`config.mk`:
```
export PLATFORM = sky130hd
export DESIGN_NAME = sid_i2s_tx
export DESIGN_NICKNAME = d
export VERILOG_FILES = /design/src/rtl/sid_i2s_tx.sv
export SDC_FILE = /design/constraint.sdc
export NUM_CORES = 1
export LEC_CHECK = 0
export BUFFER_PORTS_ARGS = -buffer_cell sky130_fd_sc_hd__buf_2
export CAP_MARGIN = 40
export CORE_MARGIN = 8
export CORE_UTILIZATION = 25
export DETAILED_ROUTE_END_ITERATION = 16
export HOLD_SLACK_MARGIN = 0.03
export PLACE_DENSITY = 0.51
export SLEW_MARGIN = 40
export SYNTH_ARGS = -nofsm -noshare
export SYNTH_HDL_FRONTEND = slang
export SYNTH_SLANG_ARGS = --single-unit
```
`constraint.sdc`:
```
create_clock -name CLK -period 2 [get_ports CLK]
set_clock_uncertainty 0.15 [all_clocks]
set_input_delay 0.1 -clock CLK [delete_from_list [all_inputs] [get_ports CLK]]
set_output_delay 0.1 -clock CLK [all_outputs]
set_load 0.05 [all_outputs]
```
`src/rtl/sid_i2s_tx.sv`:
```
// Philips I2S transmitter for the SID mixer output: mono sample duplicated to both slots, BCLK/LRCLK derived from CLK.
// Optional macro SID_I2S_GAIN_EN adds a 2-bit GAIN input (saturating left shift applied at frame load).
module sid_i2s_tx #(
    parameter int BCLK_DIV = 4
) (
    input  logic        CLK,
    input  logic        RESETn,
    input  logic [15:0] SAMPLE_IN,
    input  logic        SAMPLE_VALID,
`ifdef SID_I2S_GAIN_EN
    input  logic [1:0]  GAIN,
`endif
    output logic        BCLK,
    output logic        LRCLK,
    output logic        SDATA,
    output logic        FRAME_STROBE
);

    localparam int CW = (BCLK_DIV > 1) ? $clog2(BCLK_DIV) : 1;
    localparam logic [CW-1:0] DIV_LAST = CW'(BCLK_DIV - 1);

`ifdef SID_I2S_GAIN_EN
    // Shift left by g bits, clamping to the signed 16-bit range.
    function automatic logic [15:0] apply_gain(input logic [15:0] s, input logic [1:0] g);
        logic signed [18:0] w;
        w = 19'($signed(s)) <<< g;
        if (w > 19'sd32767) begin
            apply_gain = 16'h7FFF;
        end else if (w < -19'sd32768) begin
            apply_gain = 16'h8000;
        end else begin
            apply_gain = w[15:0];
        end
    endfunction
`endif

    logic [CW-1:0] div_cnt_r, div_cnt_d;
    logic          bclk_r, bclk_d;
    logic [4:0]    slot_r, slot_d;
    logic [15:0]   hold_r, hold_d;
    logic [31:0]   shift_r, shift_d;
    logic          lrclk_r, lrclk_d;
    logic          frame_strobe_r, frame_strobe_d;
    logic          tc_s, fall_s;
    logic [4:0]    slot_next_s, lr_slot_s;
    logic [15:0]   word_s;

`ifdef SID_I2S_GAIN_EN
    assign word_s = apply_gain(hold_r, GAIN);
`else
    assign word_s = hold_r;
`endif

    // Divider, slot sequencing, frame load and shifter next-state.
    always_comb begin
        tc_s           = (div_cnt_r == DIV_LAST);
        fall_s         = tc_s & bclk_r;
        slot_next_s    = slot_r + 5'd1;
        lr_slot_s      = slot_next_s + 5'd1;
        div_cnt_d      = tc_s ? {CW{1'b0}} : (div_cnt_r + CW'(1));
        bclk_d         = tc_s ? ~bclk_r : bclk_r;
        hold_d         = SAMPLE_VALID ? SAMPLE_IN : hold_r;
        slot_d         = slot_r;
        shift_d        = shift_r;
        lrclk_d        = lrclk_r;
        frame_strobe_d = 1'b0;
        if (fall_s) begin
            slot_d  = slot_next_s;
            // LRCLK switches one BCLK ahead of the slot it announces.
            lrclk_d = lr_slot_s[4];
            if (slot_r == 5'd31) begin
                shift_d        = {word_s, word_s};
                frame_strobe_d = 1'b1;
            end else begin
                shift_d        = {shift_r[30:0], 1'b0};
                frame_strobe_d = 1'b0;
            end
        end else begin
            slot_d         = slot_r;
            shift_d        = shift_r;
            lrclk_d        = lrclk_r;
            frame_strobe_d = 1'b0;
        end
    end

    // State registers with asynchronous clear.
    always_ff @(posedge CLK or negedge RESETn) begin
        if (!RESETn) begin
            div_cnt_r      <= {CW{1'b0}};
            bclk_r         <= 1'b0;
            slot_r         <= 5'd31;
            hold_r         <= 16'h0000;
            shift_r        <= 32'h0000_0000;
            lrclk_r        <= 1'b0;
            frame_strobe_r <= 1'b0;
        end else begin
            div_cnt_r      <= div_cnt_d;
            bclk_r         <= bclk_d;
            slot_r         <= slot_d;
            hold_r         <= hold_d;
            shift_r        <= shift_d;
            lrclk_r        <= lrclk_d;
            frame_strobe_r <= frame_strobe_d;
        end
    end

    // The shifter MSB always holds the bit currently on the wire.
    assign SDATA        = shift_r[31];
    assign BCLK         = bclk_r;
    assign LRCLK        = lrclk_r;
    assign FRAME_STROBE = frame_strobe_r;

endmodule

```
==> flow_summary_export.csv, run 1 <==
group,metric,value,unit
synth,synth.most_common_cell,"dfrtp_1",
route,firstDrtPassIters,4,
critical_path,worstReg2RegStart,"slot_r[1]$_DFFE_PN1P_",
layout,area_delta_synth_final,25.36,%
synth,synth_edf_count,0,
cts,cts_made_buffers,9,
route,postRouteAntennaNets,0,
synth,ys_async_sr_fraction,100.0,%
cts,clk_pin_slew,0.06,ns
synth,ys_types,26,
route,drt-wirelength-per-cell,11.76,µm
cts,clk_latency,0.33,ns
timing,setup_viol,0,
critical_path,critPathKind,"reg -> reg",
cts,clock_sinks,58,
grt,antenna_found_initial,0,
grt,grt_max_degree,67,
floorplanning,die_x,117.0,µm
pwr,power_frac_comb,4.9,%
placed_design,portBuffers,22,
timing,finalHoldViolCount,0,
critical_path,crit_path_start,"slot_r[1]$_DFFE_PN1P_",
layout,n_antenna_cell,0,
grt,overflow,0,
route,routed_wl,4.715,mm
pwr,switching_share,21.96,%
synth,syn_area,2551,µm²
pwr,switchingPower,0.5028,mW
critical_path,path_max_fanout,26,
pwr,power_leakage,1.316,nW
timing,slew_headroom,72.07,%
timing,setup_ws,0.09484,ns
critical_path,required,2.04,ns
floorplanning,rows,37,
layout,num-nets-final,283,
route,vias,1657,
critical_path,rrSetupSlack,0.09,ns
floorplanning,core,10140,µm²
floorplanning,dieArea,13690,µm²
pwr,p_per_area,716.0,nW/µm²
pwr,power_frac_seq,53.9,%
pwr,clkPwrFrac,41.1,%
timing,period_needed,1.905,ns
timing,rsz0062_at_grt,"false",
synth,synth_cells,218,
timing,worstMarginPinSlew,0.4190,ns
synth,syn_avg_cell_area,11.70,µm²
critical_path,cp-start-kind,"register",
placed_design,place_area,2831,µm²
worst_hold_path,hp-class,"in -> async",
timing,max_freq,524.9,MHz
critical_path,cp_slowest_cell,"dfstp_2",
run_status,status,"finished, final reports clean",
run,drv_cap,0,
critical_path,reg2reg_to,"shift_r[19]$_DFFE_PN0P_",
synth,synth.ff_latch_count,58,
timing,period_share,95.26,%
layout,final_cell_area,3198,µm²
critical_path,r2r_cells,6,
synth,yosysWarnings,0,
floorplanning,start_util,25.16,%
pwr,vdd_drop_max,232.2,µV
route,drc_errors,0,
critical_path,crit_chain,"ha_2 -> and3_2 -> ha_4 -> buf_12 -> mux2i_1 -> o21ai_0",
route,dr.first_iter.drc_count,60,
critical_path,arrival,1.95,ns
synth,synth_nets,241,
synth,synth_common_cells,"dfrtp_1, nand2_1, mux2i_1, o21ai_0, mux2_2",
floorplanning,die_h,117.0,µm
synth,yosys.area.top_type,"dfrtp_1",
timing,drv_slew,0,
route,vias_per_cell,4.132,
cts,clockRootBuffer,"clkbuf_8",
placed_design,hpwl,3.042,mm
floorplanning,io_pins,23,
synth,synthTopCellsByArea,"dfrtp_1, mux2i_1, mux2_2",
timing,setup_tns,0,ns
synth,ys_seq_area_share,57.14,%
placed_design,dp_worst_setup_slack,0.03570,ns
grt,grt_pass1_vias,1706,
layout,drive_gt1_share,26.79,%
pwr,cellInternalPower,1.787,mW
cts,htreeDepth,3,
critical_path,end_kind,"register",
synth,synth_top_area_share,51.99,%
grt,grt_pass1_wl,8.169,mm
grt,grt_usage,7.775,%
cts,cts_tree,"built",
critical_path,timing.critical_path.slowest_cell_delay,0.56,ns
synth,synthFlopType,"dfrtp_1",
placed_design,place.gp.congestion,0.7181,
cts,clock_path_buffers,2,
## worst max-delay path: cells and delay by family (launching register included)
family / cells / cell delay (ns)
AND/OR/NAND/NOR: 1 / 0.19
adder cells (fa/ha/maj): 2 / 0.32
buffers and inverters: 1 / 0.21
multiplexers: 1 / 0.24
AO/OA/AOI/OAI: 1 / 0.10
flip-flops: 1 / 0.56
## per-layer routing
metal,up-vias,global-route usage (%),share of wire (%)
met5,-,0,0
met4,0,4.352,1.4
met3,7,2.565,3.0
met2,19,11.30,46
met1,797,9.953,50
li1,834,-,-
## cell usage in the layout, fill, tap and decap left out, types with 2 or more instances in the layout
cell type | netlist | final
nand2_1 | 42 | 41
mux2_2 | 16 | 16
nor2_1 | 2 | 2
ha_1 | 4 | 2
clkinv_2 | 0 | 3
dfrtp_1 | 53 | 53
dfstp_2 | 5 | 5
mux2i_1 | 32 | 32
clkbuf_1 | 2 | 2
buf_2 | 8 | 22
buf_4 | 4 | 3
xnor2_1 | 4 | 4
o21ai_0 | 32 | 32
buf_12 | 0 | 3
dlygate4sd3_1 | 0 | 17
clkbuf_8 | 0 | 11
## power groups by stage
| stage | registers, mW | logic [mW] | clock network, mW |
|---|---|---|---|
| after global routing | 1.24 | 0.127 | 1.04 |
| final | 1.23 | 0.113 | 0.942 |
| after floorplan | 1.25 | 0.0419 | 0 |
| after global placement | 1.26 | 0.0902 | 0 |
| after detailed placement | 1.26 | 0.0915 | 0 |
| after CTS | 1.24 | 0.118 | 0.989 |
## stage by stage
stage               std cells  power (mW)  util [%]  hold WS, ns
finish                    401       2.290     31.54       0.1566
global route              401       2.405     31.54       0.1699
CTS                       400       2.343     31.32       0.1519
detailed placement        367       1.349     27.93     -0.01792
global placement          367       1.346     27.93     -0.01876
floorplan                 218       1.287         -      -0.3456
## state kept, by name, indices dropped and copies added (netlist names)
| signal | count |
|---|---|
| FRAME_STROBE | 1 |
| BCLK | 1 |
| hold_r | 16 |
| LRCLK | 1 |
| shift_r | 32 |
| slot_r | 5 |
| div_cnt_r | 2 |
## kinds of logic after synthesis
| kind of cell | share of synthesized area, % |
|---|---|
| compound gates | 7.945 |
| xor+xnor | 1.716 |
| mux | 19.62 |
| fa+ha+maj | 1.962 |
| buf+inv | 3.188 |
| simple gates | 8.436 |
| flops | 57.14 |
## final cells by class
cell class	instances	area (µm²)
tap	136	170.2
fill	1037	6940
clock inverter	3	15.01
timing repair buffer	45	362.8
inverter	1	3.754
clock buffer	13	158.9
multi-input combinational	145	1030
sequential	58	1458
## how the worst max path moves through the flow
| stage | end | slack [ns] |
|---|---|---|
| floorplan | LRCLK$_DFFE_PN0P_ | 0.06 |
| global placement | LRCLK$_DFFE_PN0P_ | 0.07 |
| detailed placement | LRCLK$_DFFE_PN0P_ | 0.04 |
| CTS | LRCLK$_DFFE_PN0P_ | 0.03 |
| global route | LRCLK$_DFFE_PN0P_ | 0.01 |
| finish | shift_r[19]$_DFFE_PN0P_ | 0.09 |
## timing repair
action	CTS	global route
setup endpoints to repair	0	8
buffers inserted	0	1
resized for setup	0	3
hold buffers	17	0
hold endpoints to repair	74	0
(Power assumes the default switching activity.)
==> run 2, diff against run 1 <==
CTS_CLUSTER_SIZE = 14   (was default)
PLACE_DENSITY = 0.49   (was 0.51)
clock period = 2.3 ns   (was 2 ns; I/O delays follow)
==> run 2 against run 1 <==
Compared with the run above: sequential power shrank 13%; register-to-register slack improved by 0.14 ns; global-route usage rose by 0.16 points; via count increased by 0.91%; worst hold slack got worse by 0.0017 ns.
==> flow_summary_export.csv, run 2 (same netlist as run 1, synthesis figures left out) <==
group,metric,value,unit
route,firstDrtPassIters,4,
pwr,power_leakage,1.330,nW
pwr,switchingPower,0.4721,mW
critical_path,crit_family,"flip-flops",
timing,finalHoldViolCount,0,
layout,fin_cells,400,
route,vias,1672,
timing,period_needed,2.068,ns
placed_design,place_area,2819,µm²
critical_path,path_max_fanout,5,
floorplanning,core,10140,µm²
critical_path,cp_slowest_cell,"dfstp_2",
critical_path,required,2.40,ns
pwr,vdd_drop_max,246.8,µV
layout,n_antenna_cell,0,
cts,clk_pin_slew,0.07,ns
layout,num-nets-final,282,
route,vias_per_cell,4.180,
floorplanning,dieArea,13690,µm²
layout,mostFrequentLayoutCell,"dfrtp_1",
timing,setup_tns,0,ns
route,routed_wl,4.796,mm
cts,cts_resized,0,
cts,cts_made_buffers,9,
grt,antenna_found_initial,0,
pwr,cellInternalPower,1.806,mW
run_status,status,"finished, final reports clean",
critical_path,end_kind,"register",
grt,grt_pass1_wl,8.293,mm
route,dr.first_iter.drc_count,67,
timing,worstMarginPinSlew,0.4029,ns
critical_path,crit_chain,"ha_1 -> and3_2 -> ha_2 -> nand2_1 -> mux2i_1 -> a21o_1 -> a211oi_2",
pwr,power_frac_seq,47.1,%
pwr,switching_share,20.73,%
layout,drive_gt1_share,26.52,%
floorplanning,start_util,25.16,%
timing,setup_viol,0,
placed_design,hpwl,3.164,mm
layout,top_register,"shift_r",
route,drc_errors,0,
floorplanning,die_x,117.0,µm
grt,overflow,0,
layout,area_delta_synth_final,26.48,%
grt,grt_pass1_vias,1678,
timing,max_freq,483.5,MHz
grt,grt_usage,7.934,%
cts,htreeDepth,3,
cts,cts_tree,"built",
timing,period_share,89.92,%
pwr,power_frac_comb,4.3,%
layout,reg.largest.list,"shift_r: 32 flops, hold_r: 16 flops, slot_r: 5 flops",
layout,largest_reg_flops,32,
timing,slew_headroom,73.14,%
route,drt-wirelength-per-cell,11.99,µm
timing,drv_slew,0,
cts,clockRootBuffer,"clkbuf_8",
cts,clock_sinks,58,
route,postRouteAntennaNets,0,
critical_path,rrSetupSlack,0.23,ns
worst_hold_path,hp-class,"in -> async",
placed_design,place.gp.congestion,0.7222,
critical_path,timing.critical_path.slowest_cell_delay,0.56,ns
floorplanning,io_pins,23,
critical_path,critPathKind,"reg -> reg",
critical_path,critPathBufInv,0,
timing,rsz0062_at_grt,"false",
critical_path,cp-start-kind,"register",
layout,final_cell_mix,"dfrtp_1, nand2_1, mux2i_1, o21ai_0, buf_2",
floorplanning,rows,37,
floorplanning,die_h,117.0,µm
pwr,clkPwrFrac,48.6,%
pwr,p_per_area,705.9,nW/µm²
placed_design,portBuffers,22,
run,drv_cap,0,
cts,clock_path_buffers,2,
cts,clk_latency,0.33,ns
layout,final_cell_area,3227,µm²
critical_path,arrival,2.17,ns
placed_design,placed_cells,367,
grt,grt_max_degree,59,
run 2: cell types whose count changed in the layout (fill, tap and decap cells not counted), sizes merged:
cell / change
clkinv: -2
bufinv: +2
buf: -1
clkinvlp: +1
clkbuf: -1
run 2: power groups by stage:
stage | clock [mW] | sequential [mW] | combinational, mW
after floorplan | 0 | 1.08 | 0.0364
after global placement | 0 | 1.09 | 0.0782
after detailed placement | 0 | 1.09 | 0.0804
after CTS | 1.14 | 1.07 | 0.103
after global routing | 1.19 | 1.08 | 0.111
final | 1.11 | 1.07 | 0.0983
run 2: final timing paths:
| path | startpoint | endpoint | cells past startpoint |
|---|---|---|---|
| max | slot_r[1]$_DFFE_PN1P_ | LRCLK$_DFFE_PN0P_ | 7 |
| min | RESETn | hold_r[10]$_DFFE_PN0P_ | 3 |
| max reg2reg | slot_r[1]$_DFFE_PN1P_ | LRCLK$_DFFE_PN0P_ | 7 |
| min reg2reg | div_cnt_r[0]$_DFF_PN0_ | div_cnt_r[0]$_DFF_PN0_ | 1 |
| max in group asynchronous | RESETn | slot_r[2]$_DFFE_PN1P_ | 3 |
| min in group CLK | SAMPLE_VALID | hold_r[1]$_DFFE_PN0P_ | 2 |
run 2: metrics by stage:
step | power, mW | hold WS, ns | setup WS (ns) | util (%)
floorplan | 1.119 | -0.3306 | 0.3609 | -
global placement | 1.171 | -0.0001035 | 0.2907 | 27.80
detailed placement | 1.174 | 0.001546 | 0.2455 | 27.80
CTS | 2.321 | 0.1691 | 0.2277 | 31.83
global route | 2.378 | 0.1792 | 0.1625 | 31.83
finish | 2.278 | 0.1549 | 0.2318 | 31.83
run 2: metal layers:
layer / GRT usage, % / up-vias / wire length [µm]
met4: 4.096 / 0 / 95
met2: 11.45 / 21 / 2056
met3: 2.822 / 8 / 199
met1: 10.23 / 811 / 2445
li1: - / 832 / -
met5: 0 / - / 0
run 2: timing repair:
action | in CTS | in global routing
setup buffers | 0 | 0
setup endpoints to repair | 0 | 0
endpoints found under the hold margin | 74 | 0
hold buffers | 17 | 0
run 2: layout make-up:
type,count,area [µm²]
fill,1042,6912
clock inverter,4,72.57
timing repair buffer,44,342.8
tap,136,170.2
multi-input combinational,145,1015
clock buffer,12,165.2
inverter,1,3.754
sequential,58,1458
run 2: tightest hold or removal path, cell delays in order:
cell and delay (ns):
dlygate4sd3_1 0.52, buf_2 0.12, buf_12 0.27
